--- config.mk ---
export PLATFORM = sky130hd
export DESIGN_NAME = array_reduce_stream
export DESIGN_NICKNAME = d
export VERILOG_FILES = /design/src/rtl/array_reduce_stream.sv
export SDC_FILE = /design/constraint.sdc
export NUM_CORES = 1
export LEC_CHECK = 0
export CORE_UTILIZATION = 50
export DETAILED_ROUTE_END_ITERATION = 7
export MAX_ROUTING_LAYER = met4
export PLACE_DENSITY = 0.8
export SYNTH_ARGS = -nofsm -noshare
export SYNTH_HDL_FRONTEND = slang
export SYNTH_SLANG_ARGS = --single-unit
--- constraint.sdc ---
create_clock -name clk -period 6.5 [get_ports clk]
set_input_delay 1.95 -clock clk [delete_from_list [all_inputs] [get_ports clk]]
set_output_delay 1.95 -clock clk [all_outputs]
set_load 0.03 [all_outputs]
--- src/rtl/array_reduce_stream.sv ---
// array_reduce_stream
// Buffers a frame of ELEM_W-bit elements received over a valid/ready stream,
// then folds the stored elements one per cycle into sum, product, AND, OR and
// XOR results that are held on an output valid/ready handshake.
//
// Optional feature: define ARRAY_REDUCE_PRODUCT_EN to build the product
// accumulator and multiplier; otherwise out_product is constant 0.
//
// Ports:
//   clk, rst_n            clock, asynchronous active-low reset
//   in_valid/in_ready     input beat handshake
//   in_data, in_last      element value, end-of-frame marker
//   out_valid/out_ready   result handshake
//   out_sum/product/and/or/xor  reduction results (ELEM_W each)
//   out_count             stored element count (saturates at MAX_ELEMS)
//   out_overflow          frame carried more than MAX_ELEMS beats
module array_reduce_stream #(
  parameter int ELEM_W    = 32,
  parameter int MAX_ELEMS = 8,
  localparam int CNT_W    = $clog2(MAX_ELEMS + 1)
) (
  input  logic              clk,
  input  logic              rst_n,
  input  logic              in_valid,
  output logic              in_ready,
  input  logic [ELEM_W-1:0] in_data,
  input  logic              in_last,
  output logic              out_valid,
  input  logic              out_ready,
  output logic [ELEM_W-1:0] out_sum,
  output logic [ELEM_W-1:0] out_product,
  output logic [ELEM_W-1:0] out_and,
  output logic [ELEM_W-1:0] out_or,
  output logic [ELEM_W-1:0] out_xor,
  output logic [CNT_W-1:0]  out_count,
  output logic              out_overflow
);

  localparam int IDX_W = (MAX_ELEMS > 1) ? $clog2(MAX_ELEMS) : 1;
  localparam logic [CNT_W-1:0]  ONE     = CNT_W'(1);
  localparam logic [CNT_W-1:0]  MAX_CNT = CNT_W'(MAX_ELEMS);

  typedef enum logic [1:0] {FILL, REDUCE, HOLD} state_e;

  state_e             state_q, state_d;
  logic [ELEM_W-1:0]  mem_q [MAX_ELEMS];
  logic               we;
  logic [CNT_W-1:0]   wr_q, wr_d, rd_q, rd_d, cnt_q, cnt_d;
  logic               ovf_q, ovf_d, rovf_q, rovf_d;
  logic [ELEM_W-1:0]  elem;
  logic [ELEM_W-1:0]  acc_sum_q, acc_sum_d, acc_and_q, acc_and_d;
  logic [ELEM_W-1:0]  acc_or_q, acc_or_d, acc_xor_q, acc_xor_d;
  logic [ELEM_W-1:0]  res_sum_q, res_sum_d, res_and_q, res_and_d;
  logic [ELEM_W-1:0]  res_or_q, res_or_d, res_xor_q, res_xor_d;
`ifdef ARRAY_REDUCE_PRODUCT_EN
  logic [ELEM_W-1:0]  acc_prod_q, acc_prod_d, res_prod_q, res_prod_d;
`endif

  assign in_ready     = (state_q == FILL);
  assign out_valid    = (state_q == HOLD);
  assign out_sum      = res_sum_q;
  assign out_and      = res_and_q;
  assign out_or       = res_or_q;
  assign out_xor      = res_xor_q;
  assign out_count    = cnt_q;
  assign out_overflow = rovf_q;
`ifdef ARRAY_REDUCE_PRODUCT_EN
  assign out_product  = res_prod_q;
`else
  assign out_product  = '0;
`endif

  assign elem = mem_q[rd_q[IDX_W-1:0]];

  always_comb begin
    state_d   = state_q;
    we        = 1'b0;
    wr_d      = wr_q;
    rd_d      = rd_q;
    cnt_d     = cnt_q;
    ovf_d     = ovf_q;
    rovf_d    = rovf_q;
    acc_sum_d = acc_sum_q;
    acc_and_d = acc_and_q;
    acc_or_d  = acc_or_q;
    acc_xor_d = acc_xor_q;
    res_sum_d = res_sum_q;
    res_and_d = res_and_q;
    res_or_d  = res_or_q;
    res_xor_d = res_xor_q;
`ifdef ARRAY_REDUCE_PRODUCT_EN
    acc_prod_d = acc_prod_q;
    res_prod_d = res_prod_q;
`endif
    unique case (state_q)
      FILL: begin
        if (in_valid) begin
          if (wr_q < MAX_CNT) begin
            we   = 1'b1;
            wr_d = wr_q + ONE;
          end else begin
            ovf_d = 1'b1;
          end
          if (in_last) begin
            state_d   = REDUCE;
            rd_d      = '0;
            acc_sum_d = '0;
            acc_and_d = '1;
            acc_or_d  = '0;
            acc_xor_d = '0;
`ifdef ARRAY_REDUCE_PRODUCT_EN
            acc_prod_d = ELEM_W'(1);
`endif
          end
        end
      end
      REDUCE: begin
        acc_sum_d = acc_sum_q + elem;
        acc_and_d = acc_and_q & elem;
        acc_or_d  = acc_or_q | elem;
        acc_xor_d = acc_xor_q ^ elem;
`ifdef ARRAY_REDUCE_PRODUCT_EN
        acc_prod_d = acc_prod_q * elem;
`endif
        rd_d = rd_q + ONE;
        // wr_q already saturated at MAX_ELEMS, so it is the frame count here.
        // Results are captured from the fold values so out_* update exactly
        // at the final fold edge and stay untouched during later frames.
        if (rd_q == wr_q - ONE) begin
          state_d   = HOLD;
          cnt_d     = wr_q;
          rovf_d    = ovf_q;
          res_sum_d = acc_sum_d;
          res_and_d = acc_and_d;
          res_or_d  = acc_or_d;
          res_xor_d = acc_xor_d;
`ifdef ARRAY_REDUCE_PRODUCT_EN
          res_prod_d = acc_prod_d;
`endif
        end
      end
      HOLD: begin
        if (out_ready) begin
          state_d = FILL;
          wr_d    = '0;
          ovf_d   = 1'b0;
        end
      end
      default: state_d = FILL;
    endcase
  end

  always_ff @(posedge clk) begin
    if (we) mem_q[wr_q[IDX_W-1:0]] <= in_data;
  end

  always_ff @(posedge clk or negedge rst_n) begin
    if (!rst_n) begin
      state_q   <= FILL;
      wr_q      <= '0;
      rd_q      <= '0;
      cnt_q     <= '0;
      ovf_q     <= 1'b0;
      rovf_q    <= 1'b0;
      acc_sum_q <= '0;
      acc_and_q <= '0;
      acc_or_q  <= '0;
      acc_xor_q <= '0;
      res_sum_q <= '0;
      res_and_q <= '0;
      res_or_q  <= '0;
      res_xor_q <= '0;
`ifdef ARRAY_REDUCE_PRODUCT_EN
      acc_prod_q <= '0;
      res_prod_q <= '0;
`endif
    end else begin
      state_q   <= state_d;
      wr_q      <= wr_d;
      rd_q      <= rd_d;
      cnt_q     <= cnt_d;
      ovf_q     <= ovf_d;
      rovf_q    <= rovf_d;
      acc_sum_q <= acc_sum_d;
      acc_and_q <= acc_and_d;
      acc_or_q  <= acc_or_d;
      acc_xor_q <= acc_xor_d;
      res_sum_q <= res_sum_d;
      res_and_q <= res_and_d;
      res_or_q  <= res_or_d;
      res_xor_q <= res_xor_d;
`ifdef ARRAY_REDUCE_PRODUCT_EN
      acc_prod_q <= acc_prod_d;
      res_prod_q <= res_prod_d;
`endif
    end
  end

endmodule

==> results.txt <==
The area taken by flip-flops and latches is 0.0145 sq mm. The signal on the critical path passes through buf_4 > mux4_2 > mux2i_1 > inv_1 > ha_1 > and3_2 > a221o_1 > a21oi_1 > o211ai_1 > o2111ai_1 > a21boi_1 > or4_1 > nand3_1. The share of synthesized flip-flops with an asynchronous set or reset was 51.5%. The clock tree root driver cell was clkbuf_16.

Worst IR drop on VDD: 0.000325 V. The effective utilization at floorplan is 51.1%, and the routed wirelength normalized by instance count is 21.2 um. For flop-to-flop paths, the worst setup slack is 1.42 ns. The warning count from the yosys run is 0.

In the final layout, the multi-input gates occupy 0.00719 sq mm. For the final routed database, the setup TNS stands at 0 ns. On the final layout, the worst clock skew is 0.0181 ns. The final number of hold-violating endpoints was 0. The worst path meets setup with 1.42 ns of slack. In this run the critical register-to-register path is captured at acc_sum_q[29]$_DFFE_PN0P_. The first global-routing pass estimated 82900 um of wire. The path type of the worst setup path is register to register.

The final core utilization came out at 60.2%. The highest-delay cell along the critical path was dfrtp_4. The achievable frequency was 197 MHz.

The gate family responsible for the most delay along the worst path was compound AO/OA/AOI/OAI gates. For the number of global-route vias before repair, the log shows 14512. After synthesis, the largest area contributor takes up 34.6% of total cell area. The total overflow left after global routing is 0. The initial antenna violation count was 2. The number of port buffers is 171. After detailed routing, the number of vias per cell comes to 5.70. The clock network burns 20.2% of the power.

The floorplan has 76 rows. Setup repair after global routing left no endpoint under its margin. The remaining max-slew budget at the tightest pin was 36.7%; the count of pins on the block boundary was 204. The kind of launch point of the worst setup path was a register.

The total detailed-routing wirelength is 52800 um, and the part of the power in combinational logic is 46.0%. The logs give 1.46 ns for the post-placement setup slack and 1183 for the number of violations reported at the end of detailed-routing iteration 0. The share of post-route cells with drive strength above 1 works out to 11.4%. For this design, the CTS-stage hold fixing added 0 buffers. The critical path endpoint category is a register.

The final weighted congestion of routability-driven global placement is 0.911, and the register share of total power is 33.7%. Compared with the post-synthesis result, the final layout area differs by 17.8%. The flow ran to the end, and the final reports show no timing, DRC or antenna violations. On the worst path, the slowest cell contributes a delay of 0.82 ns. The tools report the critical register-to-register path startpoint as rd_q[0]$_DFFE_PN0P_. In this run the worst path has a maximum fanout of 31. For the worst setup path, the data arrival time is 5.61 ns.

The final-report max-slew violation count was 0; the areal power density over the cells was 570 mW/mm^2. The logs give 528 for the number of sinks on the clock net and 0 for the number of instances resized during post-cts repair. The clock period could shrink to 5.08 ns.

The synthesized netlist occupies a cell area of 0.0222 sq mm. The share of the clock period used by the worst path after layout works out to 78.1%. The startpoint identified for the worst hold timing path is out_or[10]$_DFFE_PN0P_. For this run, the post-layout net count is 1934.

The net switching power came out at 6.00 mW. In the post-synthesis netlist, the biggest area contributors are edfxtp_1 35%, dfrtp_1 31%, mux4_2 6.5%, nand2_1 5.4%, o21ai_0 2.7%. Estimated wirelength of the detail-placed design: 33800 um. For the worst flop-to-flop path, the logic depth is 13. The run gives 0 as the count of endpoints failing setup in the final report.

Entering global routing, the biggest net connects 114 pins. The iteration count of the initial detailed-routing pass is 5, and the latest clock arrival within the worst-skew pair is 0.60 ns. Counting the buffers created by CTS gives 50.

Together, buffers and inverters on the worst path number 2. The die is 213 um wide. Count of different cell masters after synthesis: 70. Sequential cells were found to cover 65.2% of the synthesized design area. Once detail routing completed, the nets flagged for antenna violations numbered 0. Hold timing on the final database bottoms out at a slack of 0.466 ns. The clock transition at the registers of the reported paths was 0.06 ns; the layout filler cell count was 3244.

The critical path runs through a total of 13 cells. TritonCTS built the clock tree. At the worst endpoint, the required time is 7.04 ns. The most critical setup path has its endpoint at acc_sum_q[29]$_DFFE_PN0P_.

The via count of the routed design came out at 14195. Counting along the longest clock path gives a buffer depth of 3. The die covers 0.0453 sq mm.

The commonest register cell after synthesis was dfrtp_1. The library cell with the highest instance count after synthesis was nand2_1. The number of enable flip-flop cells after synthesis came out at 256. For this run, design rule violations remaining after detail routing come to 0.

By count the netlist is led by 320 x nand2_1, 272 x dfrtp_1, 256 x edfxtp_1. The actual slew at the worst max-slew pin works out to 0.950 ns. The tools report the synthesized netlist cell count as 1700. The number of H-tree levels is 2, and the die height is 213 um. Launching instance or port of the critical path: rd_q[0]$_DFFE_PN0P_. The total core area is 0.0435 sq mm. Of all cell types, the one taking the most synthesized area is edfxtp_1. In the global route stage, overall resource usage came out at 24.9%. The average instance in the mapped netlist occupies 13.1 sq um. The number of setup buffers added after CTS is 0. The internal power of the cells was 8.92 mW. Across the run, the number of max-cap violations was 0.

For this design the static power due to leakage is 10.7 nW. The fraction of power spent switching nets works out to 40.2%. Register bit total from synthesis: 528. The classification of the worst-slack hold path was register to register.
## tightest hold or removal path: stages (launching register included)
cell	delay (ns)
dfrtp_1	0.34
nand2_1	0.05
nand2_1	0.05
## state kept, by name, summed over array words and instances, names as in the netlist
| signal | cells |
|---|---|
| mem_q | 256 |
| acc_and_q | 32 |
| acc_or_q | 32 |
| acc_sum_q | 32 |
| acc_xor_q | 32 |
| out_and | 32 |
| out_or | 32 |
| out_sum | 32 |
| out_xor | 32 |
| out_count | 4 |
| rd_q | 4 |
| wr_q | 4 |
| state_q | 2 |
| out_overflow | 1 |
| ovf_q | 1 |
## layout by cell type, fill, tap and decap left out, types with 3 or more instances in the layout
cell type	netlist	layout
a31oi_1	23	23
mux4_2	64	64
o21bai_1	4	4
a211oi_1	3	3
nor2_2	0	7
clkinv_2	0	7
nand2b_1	6	6
nand2_1	320	319
dfrtp_1	272	269
o22ai_1	8	8
nor3_1	9	7
and3_2	2	3
clkbuf_8	0	4
nand3_1	44	44
clkinvlp_4	0	3
clkbuf_16	0	51
edfxtp_1	256	256
clkinv_4	0	3
a21o_1	41	41
clkinv_1	0	9
bufinv_16	0	7
nor2_1	92	85
xor2_1	18	18
inv_1	30	30
a22o_1	24	24
ha_1	34	34
nor2b_1	7	6
clkbuf_1	61	7
xnor2_1	46	46
nand4_1	5	5
clkdlybuf4s50_1	0	170
o21a_1	27	27
conb_1	1	32
mux2i_1	23	23
o21ai_0	121	121
buf_4	34	24
mux2_2	20	20
a21oi_1	34	34
## through the flow
step                cells  power [mW]  cell area [sq um]
floorplan            1731        9.68              22300
global placement     2395        11.7              24500
detailed placement   2395        11.9              24500
CTS                  2488        15.0              26200
global route         2490        15.8              26200
finish               2490        14.9              26200
## per-layer routing
layer | up-vias | wire length [um] | part of all wire, % | GRT usage [%]
li1 | 6382 | - | - | -
met4 | 0 | 1280 | 2.4 | 7.99
met2 | 535 | 26300 | 50 | 40.3
met3 | 81 | 3590 | 6.8 | 3.85
met1 | 7197 | 21600 | 41 | 32.3
met5 | - | 0 | 0 | -
## cell type report
| type | count | area share [%] |
|---|---|---|
| inverter | 30 | 0.430 |
| clock inverter | 31 | 1.38 |
| multi-input combinational | 1056 | 27.5 |
| tap | 585 | 2.80 |
| clock buffer | 62 | 5.19 |
| timing repair buffer | 196 | 7.32 |
| antenna | 2 | 0.0191 |
| sequential | 528 | 55.4 |
## worst min path at each step
stage                          endpoint  depth (start not counted)
2_1_floorplan   acc_or_q[0]$_DFFE_PN0P_                          2
3_3_place_gp    out_and[19]$_DFFE_PN0P_                          2
3_5_place_dp     out_or[10]$_DFFE_PN0P_                          2
4_1_cts          out_or[10]$_DFFE_PN0P_                          2
5_1_grt        acc_or_q[10]$_DFFE_PN0P_                          1
6_report         out_or[10]$_DFFE_PN0P_                          2
## power groups by stage
stage / clock [mW] / sequential [mW] / combinational [mW]
final: 3.02 / 5.03 / 6.87
after global routing: 3.18 / 5.13 / 7.46
after CTS: 3.05 / 5.04 / 6.87
after detailed placement: 0 / 5.09 / 6.82
after global placement: 0 / 5.06 / 6.66
after floorplan: 0 / 5.50 / 4.19
## cells by family after synthesis
logic type	synth area share, %
xor gates and xnor gates	2.63
AOI/OAI and AO/OA	8.98
adders and majority gates	2.00
DFF	65.2
buffers and inverters	3.16
muxes	8.60
other	0.0169
and+or+nand+nor	9.40
No activity file was read; power rests on OpenSTA's default activity.
